<file path="config.mk">
export PLATFORM = sky130hd
export DESIGN_NAME = div_hilo
export DESIGN_NICKNAME = d
export VERILOG_FILES = /design/src/rtl/div_hilo.sv
export SDC_FILE = /design/constraint.sdc
export NUM_CORES = 1
export LEC_CHECK = 0
export CAP_MARGIN = 10
export CORE_MARGIN = 2
export CORE_UTILIZATION = 35
export CTS_CLUSTER_DIAMETER = 100
export DETAILED_ROUTE_END_ITERATION = 8
export MAX_ROUTING_LAYER = met4
export PLACE_DENSITY_LB_ADDON = 0.25
export SETUP_SLACK_MARGIN = 0.4
export SYNTH_ARGS = -nofsm -noshare
export SYNTH_HDL_FRONTEND = slang
export SYNTH_SLANG_ARGS = --single-unit
</file>
<file path="constraint.sdc">
create_clock -name clk -period 10.9 [get_ports clk]
set_input_delay 2.18 -clock clk [delete_from_list [all_inputs] [get_ports clk]]
set_output_delay 2.18 -clock clk [all_outputs]
set_load 0.01 [all_outputs]
</file>
<file path="src/rtl/div_hilo.sv">
`default_nettype none
// ============================================================================
// div_hilo : 32-bit restoring radix-2 divider that produces the HI/LO pair
//            (HI = remainder, LO = quotient) for DIV / DIVU.
// Optional : DIV_ZERO_EARLY_EN - a zero divisor skips RUN/FIX and writes
//            after two cycles instead of thirty-four.
// Revision : 1.0
// ============================================================================
module div_hilo (
    input  logic        clk,
    input  logic        rst,
    input  logic        start,
    input  logic        signed_div,
    input  logic [31:0] dividend,
    input  logic [31:0] divisor,
    input  logic        flush,
    output logic        busy,
    output logic        hl_write_enable,
    output logic [63:0] hl_data
);

    typedef enum logic [1:0] {
        S_IDLE = 2'd0,
        S_RUN  = 2'd1,
        S_FIX  = 2'd2,
        S_DONE = 2'd3
    } state_t;

    state_t      state_q, state_d;
    logic [5:0]  cnt_q, cnt_d;
    logic [31:0] rem_q, rem_d;
    logic [31:0] quo_q, quo_d;
    logic [31:0] dvsr_q, dvsr_d;
    logic [31:0] dend_q, dend_d;
    logic        neg_quo_q, neg_quo_d;
    logic        neg_rem_q, neg_rem_d;
    logic        busy_q, busy_d;
    logic        we_q, we_d;
    logic [63:0] hl_q, hl_d;

    logic [31:0] w_dend_mag;
    logic [31:0] w_dvsr_mag;
    logic [32:0] w_shifted;
    logic        w_ge;
    logic [31:0] w_rem_step;
    logic [31:0] w_quo_fix;
    logic [31:0] w_rem_fix;
    logic        w_dvsr_zero;
    logic [63:0] w_zero_result;

    assign w_dend_mag = (signed_div && dividend[31]) ? -dividend : dividend;
    assign w_dvsr_mag = (signed_div && divisor[31])  ? -divisor  : divisor;

    // When the trial subtraction succeeds the difference is below the divisor,
    // so the low 32 bits of the wrapped subtraction are the exact remainder.
    assign w_shifted  = {rem_q, quo_q[31]};
    assign w_ge       = (w_shifted >= {1'b0, dvsr_q});
    assign w_rem_step = w_ge ? (w_shifted[31:0] - dvsr_q) : w_shifted[31:0];

    assign w_quo_fix     = neg_quo_q ? -quo_q : quo_q;
    assign w_rem_fix     = neg_rem_q ? -rem_q : rem_q;
    assign w_dvsr_zero   = (dvsr_q == 32'd0);
    assign w_zero_result = {dend_q, 32'hFFFF_FFFF};

    always_comb begin
        state_d   = state_q;
        cnt_d     = cnt_q;
        rem_d     = rem_q;
        quo_d     = quo_q;
        dvsr_d    = dvsr_q;
        dend_d    = dend_q;
        neg_quo_d = neg_quo_q;
        neg_rem_d = neg_rem_q;
        hl_d      = hl_q;
        we_d      = 1'b0;

        case (state_q)
            S_IDLE: begin
                if (start) begin
                    state_d   = S_RUN;
                    cnt_d     = 6'd0;
                    rem_d     = 32'd0;
                    quo_d     = w_dend_mag;
                    dvsr_d    = w_dvsr_mag;
                    dend_d    = dividend;
                    neg_quo_d = signed_div & (dividend[31] ^ divisor[31]);
                    neg_rem_d = signed_div & dividend[31];
                end
            end
            S_RUN: begin
`ifdef DIV_ZERO_EARLY_EN
                if (w_dvsr_zero) begin
                    state_d = S_DONE;
                    hl_d    = w_zero_result;
                end else begin
                    rem_d = w_rem_step;
                    quo_d = {quo_q[30:0], w_ge};
                    cnt_d = cnt_q + 6'd1;
                    if (cnt_q == 6'd31) begin
                        state_d = S_FIX;
                    end
                end
`else
                rem_d = w_rem_step;
                quo_d = {quo_q[30:0], w_ge};
                cnt_d = cnt_q + 6'd1;
                if (cnt_q == 6'd31) begin
                    state_d = S_FIX;
                end
`endif
            end
            S_FIX: begin
                hl_d    = w_dvsr_zero ? w_zero_result : {w_rem_fix, w_quo_fix};
                state_d = S_DONE;
            end
            S_DONE: begin
                we_d    = 1'b1;
                state_d = S_IDLE;
            end
            default: state_d = S_IDLE;
        endcase

        // Flush overrides everything, including a start in IDLE and a pending result.
        if (flush) begin
            state_d = S_IDLE;
            we_d    = 1'b0;
            hl_d    = hl_q;
        end

        busy_d = (state_d != S_IDLE) || we_d;
    end

    always_ff @(posedge clk or posedge rst) begin
        if (rst) begin
            state_q   <= S_IDLE;
            cnt_q     <= 6'd0;
            rem_q     <= 32'd0;
            quo_q     <= 32'd0;
            dvsr_q    <= 32'd0;
            dend_q    <= 32'd0;
            neg_quo_q <= 1'b0;
            neg_rem_q <= 1'b0;
            busy_q    <= 1'b0;
            we_q      <= 1'b0;
            hl_q      <= 64'd0;
        end else begin
            state_q   <= state_d;
            cnt_q     <= cnt_d;
            rem_q     <= rem_d;
            quo_q     <= quo_d;
            dvsr_q    <= dvsr_d;
            dend_q    <= dend_d;
            neg_quo_q <= neg_quo_d;
            neg_rem_q <= neg_rem_d;
            busy_q    <= busy_d;
            we_q      <= we_d;
            hl_q      <= hl_d;
        end
    end

    assign busy            = busy_q;
    assign hl_write_enable = we_q;
    assign hl_data         = hl_q;

endmodule
`default_nettype wire

</file>
==> run summary, run 1 <==
The relative area change from synthesis to final layout came out at 20.3%. The total via count after detailed routing came out at 11.1k. The transition time of the tightest slew-check pin came out at 1.14 ns. The number of global-route vias before repair is 10.6k. The met3 layer wire length in the routed design is 1560 microns. The mean cell area of the mapped netlist is 8.27 sq um.

Hold timing on the final database bottoms out at a slack of 0.462 ns. Subtracting the final worst setup slack from the clock period gives 4.71 ns. The number of DRC violations after detailed routing came out at 0. The leakage power figure came out at 6.56 nW. The final design area excluding fillers came out at 15,200 sq um. The fraction of registers with async set or reset after synthesis came out at 100%. The total core area is 35,600 sq um. On the critical path, the stage with the largest delay is an instance of sky130_fd_sc_hd__nor4_1. The count of clock tree sinks came out at 204. The total wire length is 35,800 microns.

Ranked by instance count, the synthesized netlist is headed by sky130_fd_sc_hd__nand2_1, sky130_fd_sc_hd__dfrtp_1, sky130_fd_sc_hd__o21ai_0. The worst hold path passes through 2 cells. Detailed placement ended at an HPWL of 26,300 microns. The sum of routed wire segments on met1 is 16,800 microns. The buffer levels on the longest clock path came out at 3. The maximum achievable frequency is 212 MHz. The weighted congestion reported at the end of routability-driven placement came out at 0.902. The cell count after placement came out at 2,052. After synthesis, the cell types taking the most area are sky130_fd_sc_hd__dfrtp_1, sky130_fd_sc_hd__nand2_1, sky130_fd_sc_hd__o21ai_0. The leading area contributor after synthesis is sky130_fd_sc_hd__dfrtp_1.

The final count of pins violating max slew is 0. After detailed routing, no signal wire sits above met4. The latest clock arrival within the worst-skew pair came out at 0.54 ns. The number of buffers created by CTS came out at 25.

The worst setup path is of the in -> reg kind. The setup slack after layout is 6.19 ns. The synthesized cell area is 12,600 sq um. Counting stages on the worst path, the most repeated cell is sky130_fd_sc_hd__a21oi_1. In the global route stage, overall resource usage came out at 19.3%. The clock-pin slew on the worst setup and hold paths came out at 0.06 ns. The I/O pin count came out at 135.

The vertical die dimension is 194 microns. For the worst flop-to-flop path, the logic depth is 10. STA puts the critical path data arrival time at 5.09 ns. The largest stage delay on the critical path came out at 0.75 ns. VDD sags by at most 0.125 mV. The number of levels in the clock H-tree came out at 1. For the final database, setup skew stands at 0.0214 ns. The relative slew slack is 24.0%. In this run the power density over the cells is 202 nW/um^2. The horizontal die dimension came out at 194 microns. The number of hold violations in the final report came to 0. In this run the most critical hold path is launched from hl_data[3]. The post-route fraction of the period consumed by the critical path came out at 43.2%. The worst setup path is launched from a primary input. The number of antenna violations at the first check in global routing is 0. The count of state elements after synthesis came out at 204. The full die area came out at 37,600 sq um. TritonCTS built the clock tree. The non-filler instance count after layout is 2,097. The number of instances in the synthesized netlist came out at 1,526. Summing all placed instances gives a cell area of 14,400 sq um. For hold timing, the worst endpoint is hl_data[3]. The number of design-rule violations left by the first detailed-router iteration came out at 573.

The final setup violation count came out at 0. Clock tree synthesis selected as its root buffer the cell sky130_fd_sc_hd__clkbuf_16. The number of synthesis warnings came out at 0.

The sequential area share after synthesis is 40.4%. The global-route congestion overflow total is 0. The number of synthesized flops with an enable pin came out at 0.

The number of antenna diodes in the final layout is 0. In the detailed route, the total length drawn on met2 is 16,800 microns. The signal on the critical path passes through clkdlybuf4s50_1 > nor4_1 > nand4_1 > nor3_1 > a21oi_1 > xor2_1 > o22ai_1 > a21oi_1. The highest fanout seen on the critical path came out at 6. For this run, the post-layout net count is 1,725. Entering global routing, the biggest net connects 101 pins. Setup repair after global routing left no endpoint under its margin. In this run the worst setup path begins at dividend[2]. The average wire per standard cell came out at 17.1 microns. The launching point of the worst reg2reg path is rem_q[17]. The placement-stage worst setup slack came out at 5.72 ns. The worst setup path is captured at a flop. The floorplan row count is 69. The number of buffers added for setup after CTS is 0. The flip-flop cell with the highest count after synthesis is sky130_fd_sc_hd__dfrtp_1. The number of nets in the synthesized netlist is 1,633. The count of buffering cells on the critical path with inverters included came out at 1. Of the cells placed in the final design, the portion with a size suffix greater than 1 is 4.65%. On the critical path the largest part of the delay comes from simple AND/OR/NAND/NOR gates. The setup TNS is 0 ns. The flow ran to the end, and the final reports show no timing, DRC or antenna violations. The path type of the worst min-delay path is reg -> reg. The post-detailed-route count of antenna-violating nets is 0. The first global-routing pass estimated 58,100 microns of wire. Once the clock tree was built, the resizer swapped 0 gates to a different size. The effective utilization at floorplan is 35.5%. Max-cap violations in this run came to 0.

The critical path data required time is 11.28 ns. Setup slack on the worst reg-to-reg path comes out at 6.44 ns. For this run, the detailed router's first-pass iteration total came to 7. The cts-stage hold buffer count came out at 0. The post-synthesis cell type count is 71.

In the routed layout, each cell is associated on average with a via count of 5.30. Of the post-synthesis cell area, the dominant cell type holds 40.4%. The worst register-to-register path ends at rem_q[24].

Yosys instantiated no cell more often than sky130_fd_sc_hd__nand2_1. Port buffering added 134 buffers.
flip-flops by register name (all words and copies together) (netlist names):
signal           flops
rem_q               32
dend_q              32
cnt_q                6
neg_quo_q            1
neg_rem_q            1
quo_q               32
state_q              2
hl_data             64
busy                 1
dvsr_q              32
hl_write_enable      1
where the power goes:
part / internal, mW / switching (mW) / total [mW]
Clock: 0.502 / 0.322 / 0.825
Combinational: 0.510 / 0.699 / 1.21
Sequential: 0.876 / 0.166 / 1.04
tightest hold or removal path, delay by kind of cell (launching register included):
family	cells	cell delay, ns
DFF	1	0.33
and+or+nand+nor	2	0.10
worst max path at each step:
| stage | to | slack [ns] | depth (start not counted) |
|---|---|---|---|
| after global placement | quo_q[29] | 5.73 | 8 |
| final | quo_q[29] | 6.19 | 8 |
| after CTS | quo_q[29] | 6.26 | 8 |
| after floorplan | busy | 3.15 | 1 |
| after global routing | quo_q[29] | 5.84 | 8 |
| after detailed placement | quo_q[29] | 5.72 | 8 |
placed cells by master (no fill, tap or decap), drive strengths merged, types with 8 or more instances in the layout:
master	instances
nor2b	11
nor4	17
a21o	9
nor2	118
o31ai	24
mux2i	8
a22oi	21
xnor2	61
o41ai	17
xor2	82
or4	8
nand2	267
or3	21
buf	12
o22ai	22
clkdlybuf4s50	134
dfrtp	204
nand3	18
nand2b	11
o21ai	192
nand4	10
and3	9
inv	54
ha	37
nor3	27
a21oi	126
clkbuf	38
a32oi	9
routing by layer:
metal | GRT usage (%) | vias up
li1 | - | 5551
met1 | 26.3 | 5281
met2 | 31.1 | 233
met3 | 2.38 | 42
met4 | 3.84 | 0
met5 | - | -
cell families (layout without fill, tap and decap cells):
logic type	count (synthesis)	in the layout	synth area share, %
AO/OA/AOI/OAI	471	471	22.4
flip-flops	204	204	40.4
XOR/XNOR	143	143	9.92
AND/OR/NAND/NOR	527	527	18.7
multiplexers	8	8	0.634
adder cells (fa/ha/maj)	38	38	3.83
buffers and inverters	135	245	4.15
cell type report:
type | instances | area, sq um
fill | 3578 | 20400
sequential | 204 | 5100
clock buffer | 38 | 724
tap | 461 | 577
clock inverter | 7 | 88.8
inverter | 54 | 210
timing repair buffer | 146 | 1430
multi-input combinational | 1187 | 7050
through the flow:
stage	util, %	power [mW]
after floorplan	-	1.89
after global placement	40.4	2.24
after detailed placement	40.4	2.26
after CTS	42.7	3.09
after global routing	42.7	3.31
final	42.7	3.08
(Power assumes the default switching activity.)
==> run 2, diff against run 1 <==
==> constraint.sdc (replaced) <==
create_clock -name clk -period 4.16 [get_ports clk]
set_input_delay 0.832 -clock clk [delete_from_list [all_inputs] [get_ports clk]]
set_output_delay 0.832 -clock clk [all_outputs]
set_load 0.01 [all_outputs]
==> run summary, run 2 (synthesis gave the netlist of run 1 again) <==
The flow ran to the end, and the final reports show no timing, DRC or antenna violations. The relative area change from synthesis to final layout came out at 21.7%. The total via count after detailed routing is 11.2k.

In the global route stage, overall resource usage came out at 19.6%. The largest stage delay on the critical path came out at 0.66 ns. The number of design-rule violations left by the first detailed-router iteration is 674. The I/O pin count came out at 135. The critical path data required time came out at 4.61 ns. Max-cap violations in this run came to 0. The total core area came out at 35,600 sq um. The highest fanout seen on the critical path came out at 7.

The horizontal die dimension is 194 microns. The path type of the worst min-delay path is reg -> reg. The clock-pin slew on the worst setup and hold paths came out at 0.06 ns. The leakage power figure came out at 6.66 nW. The average wire per standard cell came out at 17.2 microns.

After clock tree synthesis, the flow added hold-fix buffers numbering 0. The final count of pins violating max slew came out at 0. The launching point of the worst reg2reg path is rem_q[26]. The number of iterations in the first detailed-routing pass came out at 6.

The full die area is 37,600 sq um. The maximum achievable frequency came out at 284 MHz. The final-stage net count came out at 1,742. The library cell used most frequently in the layout, excluding fill and tap cells, is sky130_fd_sc_hd__nand2_1. The worst setup path category is reg -> reg. The later pin in the worst-skew pair is clocked with a latency of 0.51 ns. The post-route clock skew is 0.00769 ns. Clock tree synthesis inserted a total of 24 buffers. The cell count after placement came out at 2,070.

The transition time of the tightest slew-check pin came out at 1.01 ns. The worst hold endpoint is hl_data[21]. The register with the most flip-flops in the layout has 64 of them. After routing, the total negative slack on setup checks comes to 0 ns. The number of buffers added for setup after CTS is 0. The cell area power density is 528 nW/um^2.

The critical path goes through ha_1 > and4_1 > nand3_1 > nor4_1 > a2111o_1 > a311o_1 > nand2_1 > a2111oi_0 > a221o_1. The minimum clock period after layout is 3.52 ns. The effective utilization at floorplan came out at 35.5%.

The pin count of the biggest net entering global routing came out at 112. In the routed design, unresolved DRC markers number 0. The total wire length came out at 36,300 microns. Gates resized during post-CTS repair numbered 0. In this run the critical register-to-register path is captured at rem_q[24].

The worst register-to-register path has a depth of 9. The vertical die dimension came out at 194 microns. The detailed placer's ending HPWL came out at 27,400 microns. The number of buffer cells added on primary ports came out at 134. The slowest stage of the critical path is the sky130_fd_sc_hd__nor4_1 cell.

In the routed layout, each cell is associated on average with a via count of 5.33. The internal reg-to-reg setup slack came out at 0.64 ns. The CTS tree is done. The number of hold violations in the final report came out at 0.

The clock tree root driver cell is sky130_fd_sc_hd__clkbuf_16. Setup violations remaining at the end of the flow were counted as 0. The origin of the worst min-delay path is hl_data[21]. The number of fillers in the final layout came out at 3,586. The finished layout holds 2,111 standard cells, fillers aside. The number of antenna violations at the first check in global routing is 0.

The number of antenna diodes in the final layout is 0. The largest vdd supply drop is 0.332 mV. The number of global-route vias before repair is 11.0k. In the layout the commonest cells are sky130_fd_sc_hd__nand2_1, sky130_fd_sc_hd__dfrtp_1, sky130_fd_sc_hd__o21ai_0, sky130_fd_sc_hd__clkdlybuf4s50_1, sky130_fd_sc_hd__a21oi_1. The post-detailed-route count of antenna-violating nets is 0. The fraction of final layout cells with drive strength greater than 1 is 5.64%. The buffer levels on the longest clock path is 3.

Setup repair after global routing left no endpoint under its margin. The global-route congestion overflow total came out at 0. STA classifies the critical path endpoint as a flop.

The wire length of the first global-routing pass came out at 59,200 microns. The floorplan has 69 rows. The arrival time at the worst endpoint is 3.97 ns.

The final critical path takes up 84.6% of the cycle. The weighted congestion reported at the end of routability-driven placement came out at 0.891. The worst setup path is launched from a flop. In this run the number of H-tree levels came out at 1.

The depth of the worst hold-timing path came out at 2. For this design, the sink count on the clock tree is 204. Measured against its own limit, the worst slew margin works out to 32.5%.
## run 2: where the power goes
group	internal (mW)	switching (mW)
Sequential	2.29	0.430
Combinational	1.36	1.86
Clock	1.34	0.822
## run 2: how the worst max path moves through the flow
stage	from	endpoint	slack (ns)	depth (start not counted)
after floorplan	rst	busy	0.68	1
after detailed placement	divisor[12]	dvsr_q[29]	0.43	9
after global placement	divisor[12]	dvsr_q[29]	0.45	9
after CTS	rem_q[26]	rem_q[24]	0.78	9
after global routing	rem_q[26]	rem_q[24]	0.53	9
final	rem_q[26]	rem_q[24]	0.64	9
## run 2: final cells by class
type	instances	area [sq um]	share of cell area [%]
clock buffer	34	699	4.55
multi-input combinational	1187	7050	45.9
timing repair buffer	164	1620	10.5
tap	461	577	3.75
sequential	204	5100	33.2
inverter	54	206	1.34
clock inverter	7	110	0.717
## run 2: critical path: cells and delay by family (launching register included)
kind            cells  cell delay, ns
compound gates      4            1.32
simple gates        4            1.19
flops               1            0.49
fa+ha+maj           1            0.47
## run 2: layer usage
| metal | vias to the layer above | share of wire (%) | track usage (%) |
|---|---|---|---|
| met5 | - | 0 | - |
| li1 | 5578 | - | - |
| met3 | 48 | 4.5 | 1.86 |
| met2 | 272 | 47 | 32.3 |
| met1 | 5350 | 47 | 26.2 |
| met4 | 0 | 1.6 | 4.07 |
## run 2: through the flow
step	power [mW]	setup WS [ns]	util, %	hold WS [ns]	instance area, sq um
4_1_cts	8.18	0.777	43.2	0.474	15400
6_report	8.12	0.639	43.2	0.466	15400
2_1_floorplan	4.96	0.684	-	0.445	12600
3_5_place_dp	5.98	0.432	40.9	0.461	14600
3_3_place_gp	5.95	0.448	40.9	0.457	14600
5_1_grt	8.70	0.534	43.2	0.501	15400
